--- config.mk ---
export PLATFORM = sky130hd
export DESIGN_NAME = fptd_iteration_controller
export DESIGN_NICKNAME = d
export VERILOG_FILES = /design/src/rtl/fptd_ctrl_pkg.sv /design/src/rtl/fptd_popcount.sv /design/src/rtl/fptd_iteration_controller.sv
export SDC_FILE = /design/constraint.sdc
export NUM_CORES = 1
export LEC_CHECK = 0
export CAP_MARGIN = 20
export CORE_ASPECT_RATIO = 0.6
export CORE_MARGIN = 2
export CORE_UTILIZATION = 48
export CTS_BUF_LIST = sky130_fd_sc_hd__clkbuf_8 sky130_fd_sc_hd__clkbuf_16
export DETAILED_ROUTE_END_ITERATION = 8
export PLACE_DENSITY = 0.83
export SLEW_MARGIN = 20
export SYNTH_ARGS = -nofsm -noshare
export SYNTH_HDL_FRONTEND = slang
export SYNTH_SLANG_ARGS = --single-unit
--- constraint.sdc ---
create_clock -name clk -period 2 [get_ports clk]
set_input_delay 0.4 -clock clk [delete_from_list [all_inputs] [get_ports clk]]
set_output_delay 0.4 -clock clk [all_outputs]
set_load 0.005 [all_outputs]
--- src/rtl/fptd_ctrl_pkg.sv ---
// fptd_ctrl_pkg: shared state encoding and width helpers for the turbo decoder iteration controller
package fptd_ctrl_pkg;

    typedef enum logic [2:0] {
        S_IDLE   = 3'd0,
        S_CLEAR  = 3'd1,
        S_ODD    = 3'd2,
        S_EVEN   = 3'd3,
        S_SAMPLE = 3'd4,
        S_CHECK  = 3'd5,
        S_FINISH = 3'd6
    } fptd_ctrl_state_t;

    // Iteration counter must hold MAX_ITER itself, so it never wraps.
    function automatic int itw(input int max_iter);
        return $clog2(max_iter + 1);
    endfunction

    // Error count must hold K itself, so the popcount never saturates.
    function automatic int ecw(input int k);
        return $clog2(k + 1);
    endfunction

endpackage

--- src/rtl/fptd_popcount.sv ---
// fptd_popcount: combinational count of set per-bit error flags
module fptd_popcount
    import fptd_ctrl_pkg::*;
#(
    parameter int K   = 64,
    parameter int ECW = ecw(K)
) (
    input  logic [K-1:0]   b_error,
    output logic [ECW-1:0] count
);

    // Sum every flag zero-extended to the count width.
    always_comb begin
        count = '0;
        for (int i = 0; i < K; i++)
            count = count + ECW'(b_error[i]);
    end

endmodule

--- src/rtl/fptd_iteration_controller.sv ---
// fptd_iteration_controller: sequences clear/odd/even/sample steps of each decoding iteration for one frame
module fptd_iteration_controller
    import fptd_ctrl_pkg::*;
#(
    parameter int K          = 64,
    parameter int MAX_ITER   = 8,
    parameter int EARLY_TERM = 1,
    parameter int ITW        = itw(MAX_ITER),
    parameter int ECW        = ecw(K)
) (
    input  logic           clk,
    input  logic           rst_n,
    input  logic           start,
    input  logic           abort,
    input  logic [K-1:0]   b_error,
    output logic           busy,
    output logic           done,
    output logic           clear_n,
    output logic           pe_en_odd,
    output logic           pe_en_even,
    output logic           est_enable,
    output logic [ITW-1:0] iter_count,
    output logic [ECW-1:0] err_count,
    output logic           early_stop
);

    fptd_ctrl_state_t state, nxt;
    logic [ECW-1:0]   pc;
    logic [ITW-1:0]   iter_next;
    logic             stop_early, last_iter, launch;

    fptd_popcount #(.K(K), .ECW(ECW)) u_popcount (
        .b_error (b_error),
        .count   (pc)
    );

    assign iter_next  = iter_count + 1'b1;
    assign stop_early = (EARLY_TERM != 0) && (pc == '0) && (iter_next < ITW'(MAX_ITER));
    assign last_iter  = iter_next == ITW'(MAX_ITER);
    assign launch     = (state == S_IDLE) && start && !abort;

    // Next-state: fixed four-step iteration loop; abort overrides every transition.
    always_comb begin
        nxt = state;
        case (state)
            S_IDLE:   nxt = start ? S_CLEAR : S_IDLE;
            S_CLEAR:  nxt = S_ODD;
            S_ODD:    nxt = S_EVEN;
            S_EVEN:   nxt = S_SAMPLE;
            S_SAMPLE: nxt = S_CHECK;
            S_CHECK:  nxt = (stop_early || last_iter) ? S_FINISH : S_ODD;
            S_FINISH: nxt = S_IDLE;
            default:  nxt = S_IDLE;
        endcase
        if (abort)
            nxt = S_IDLE;
    end

    // State and Moore outputs registered from the next state so each output lines up with its state.
    always_ff @(posedge clk or negedge rst_n) begin
        if (!rst_n) begin
            state      <= S_IDLE;
            busy       <= 1'b0;
            done       <= 1'b0;
            clear_n    <= 1'b1;
            pe_en_odd  <= 1'b0;
            pe_en_even <= 1'b0;
            est_enable <= 1'b0;
        end else begin
            state      <= nxt;
            busy       <= nxt != S_IDLE;
            done       <= nxt == S_FINISH;
            clear_n    <= nxt != S_CLEAR;
            pe_en_odd  <= nxt == S_ODD;
            pe_en_even <= nxt == S_EVEN;
            est_enable <= nxt == S_SAMPLE;
        end
    end

    // Frame statistics: cleared on launch, updated at each iteration check, held across abort.
    always_ff @(posedge clk or negedge rst_n) begin
        if (!rst_n) begin
            iter_count <= '0;
            err_count  <= '0;
            early_stop <= 1'b0;
        end else if (launch) begin
            iter_count <= '0;
            err_count  <= '0;
            early_stop <= 1'b0;
        end else if (state == S_CHECK && !abort) begin
            iter_count <= iter_next;
            err_count  <= pc;
            early_stop <= stop_early;
        end
    end

endmodule

==> impl_results.md, run 1 <==
- Status: finished with violations
- Failing checks: setup timing
- Final setup violating endpoints: 11
- Rel. slew slack: 0.724
- Clock Path Buffers: 2
- Max Cap Viol: 0
- Reg2Reg Setup Slack: 130 ps
- Initial antenna violation count: 0
- Clock root cell: clkbuf_8
- Mapped Area: 2680 um2
- # fillers: 359
- Top post-synthesis cells by area: fa_1 (40%), dfrtp_1 (19%), inv_1 (14%), ha_1 (7.9%), nor2_1 (1.8%)
- Max stage delay cell, worst path: fa_2
- Hold_ws: 477 ps
- IO Port Bufs: 85
- Die Y-Extent: 61.8 um
- Xor/xnor cell area share of the yosys netlist: 0.0164
- # IOs: 86
- Commonest non-fill, non-tap cell in the layout: inv_1
- Most used cell, CP: fa_1
- CP Max Fanout: 2
- Hold Buf Count CTS: 0
- Crit Path Class: in2reg
- Synth Flop Type: dfrtp_1
- Compound-gate portion of the synthesized area: 0.0832
- Core Box Area: 5470 um2
- WL final: 6800 um
- Layout cells sized above 1: 0.245
- Worst hold path type: in2async
- Final Skew: 5.75 ps
- First-pass GRT wire length: 10300 um
- Cells on worst reg2reg path: 5
- Inst Count DP: 446
- TritonCTS Sinks: 21
- Worst path arrival time: 6660 ps
- Routed len/inst: 14.9 um
- RSZ-0062 raised after global routing: true
- Hold Fails Final Rpt: 0
- Syn Inst Count: 267
- Iter 0 DRT Violations: 125
- Mux contribution to synthesized area: 0.00374
- Post-Place Cell Area: 3860 um2
- Net Count, Synth: 406
- Startpoint types: input port
- Critical Path Sink: pe_en_odd$_DFF_PN0_
- Clk slew on worst S/H paths: 80 ps
- Place WS: -5000 ps
- Period utilization: 3.26
- Rows: 21
- Final cell count without fillers: 456
- Maximum clock rate: 0.154 GHz
- Worst-path cell chain: buf_6 -> ha_4 -> inv_2 -> fa_1 -> fa_1 -> fa_2 -> fa_1 -> fa_1 -> fa_1 -> fa_1 -> fa_1 -> fa_2 -> fa_2 -> xor2_2 -> nand4_1 -> or4_4 -> o31a_1
- Post-DR vias/cell: 4.84
- Die ar.: 6210 um2
- Final layout net count: 527
- Grt total ovfl: 0
- Inserted Diodes: 0
- Detailed Routing Iterations Pass 1: 4
- Largest net degree at the start of global routing: 22
- CTS tree: yes
- Crit. End Element: flip-flop
- Worst-skew pair later-pin latency: 260 ps
- Number of global-route vias before repair: 2269
- GP Congestion: 0.836
- Top-area cell type share of the netlist area: 0.404
- Synth Area in Adders: 0.483
- H-tree depth: 1
- Unique masters post-synth: 43
- Reg-to-Reg Start: iter_count[0]$_DFFE_PN0P_
- Final Worst Setup Slack: -4510 ps
- GRT Util Overall: 0.218
- Synth warn: 0
- Worst setup startpoint: b_error[1]
- Die width: 100 um
- Post-synth EDFFs: 0
- Post-synthesis sequential area ratio: 0.197
- Most frequent cells in the layout: inv_1 (80), clkdlybuf4s50_1 (54), fa_1 (45)
- Post-Syn Area per Cell: 10.0 um2
- # DRC: 0
- Detailed Place HPWL: 5370 um
- DRT antenna net count: 0
- CP required: 2150 ps
- Layout area overhead: 49.5%
- Slowest stage delay, CP: 600 ps
- Main combinational cell family by area after synthesis: adder cells
- Synth Area in Simple Gates: 0.0762
- Worst-Margin Slew: 411 ps
- Design Area, Final: 4000 um2
- DR vias: 2205
- Area leader, netlist: fa_1
- Initial Utilization: 0.490
- Period minus WS final: 6510 ps
- Yosys reg bits: 21
- FFs w/ async S/R, synth: 1.00
- Reg2reg end: pe_en_odd$_DFF_PN0_
- Slew Viols, Final: 0
- Number of buffers created by CTS: 3
sequential cells by signal, summed over array words and instances, names as in the netlist:
name and cells:
state 3, pe_en_odd 1, err_count 7, clear_n 1, done 1, busy 1, iter_count 4, est_enable 1
pe_en_even 1, early_stop 1
critical path, delay by kind of cell:
family | cells | cell delay, ps
and+or+nand+nor | 2 | 700
AOI/OAI and AO/OA | 1 | 280
adders and majority gates | 11 | 4930
xor gates and xnor gates | 1 | 220
buffers and inverters | 2 | 120
logic make-up after synthesis:
group	after synthesis
multiplexers	1
buffers and inverters	100
adder cells (fa/ha/maj)	71
AND/OR/NAND/NOR	38
XOR/XNOR	5
AO/OA/AOI/OAI	31
flip-flops	21
per-layer routing:
metal  vias to the layer above  GRT usage  part of all wire
li1                       1022          -                 -
met1                      1089      0.291              0.43
met2                        82      0.390              0.50
met3                        12     0.0369             0.055
met4                         0     0.0450             0.015
met5                         -          0                 0
how the worst min path moves through the flow:
stage	slack, ps	to	startpoint	cells after the start
global placement	470	err_count[0]$_DFFE_PN0P_	err_count[0]$_DFFE_PN0P_	2
CTS	480	pe_en_even$_DFF_PN0_	rst_n	2
floorplan	100	busy$_DFF_PN0_	rst_n	0
global route	490	early_stop$_DFFE_PN0P_	rst_n	2
finish	480	busy$_DFF_PN0_	rst_n	2
detailed placement	480	err_count[0]$_DFFE_PN0P_	err_count[0]$_DFFE_PN0P_	2
stage by stage:
stage,util,TNS (ps)
after global routing,0.732,-46310
after floorplan,-,-41550
after detailed placement,0.706,-50520
after CTS,0.724,-45660
after global placement,0.706,-49700
final,0.732,-45000
repair_timing:
action / in CTS / in global routing
setup buffers: 3 / 4
pin swaps: 41 / 44
endpoints found under the setup margin: 11 / 11
resized for setup: 73 / 23
cell usage after synthesis (2+ instances only):
master,instances
ha_1,17
a22o_1,4
fa_1,54
inv_1,97
nand2_1,7
or2_2,2
clkbuf_1,3
a211oi_1,2
nor2b_1,3
nor2_1,13
xor2_1,4
nand2b_1,2
dfrtp_1,20
a21oi_1,4
o21ai_0,7
cell type report:
cell class | instances | area, um2 | area share
Multi-Input combinational cell | 146 | 1910 | 0.478
Timing Repair Buffer | 119 | 1070 | 0.267
Sequential cell | 21 | 527 | 0.132
Inverter | 97 | 364 | 0.0910
Tap cell | 69 | 86.3 | 0.0216
Clock buffer | 3 | 41.3 | 0.0103
Clock inverter | 1 | 3.75 | 0.000938
Power of run 1 is not shown: default switching activity piles up to over one toggle a cycle in this logic, so the estimate is an artifact.
==> run 2: changes to the inputs <==
- CAP_MARGIN: 20 -> 5
==> results of run 2 <==
Final layout, timing and power as in run 1 (identical DEF).
Power of run 2 is left out for the same reason.
==> run 3: changes to the inputs <==
- GPL_ROUTABILITY_DRIVEN: default -> 0
==> results of run 3 <==
Final layout, timing and power as in run 1 (identical DEF).
Power of run 3 is left out for the same reason.
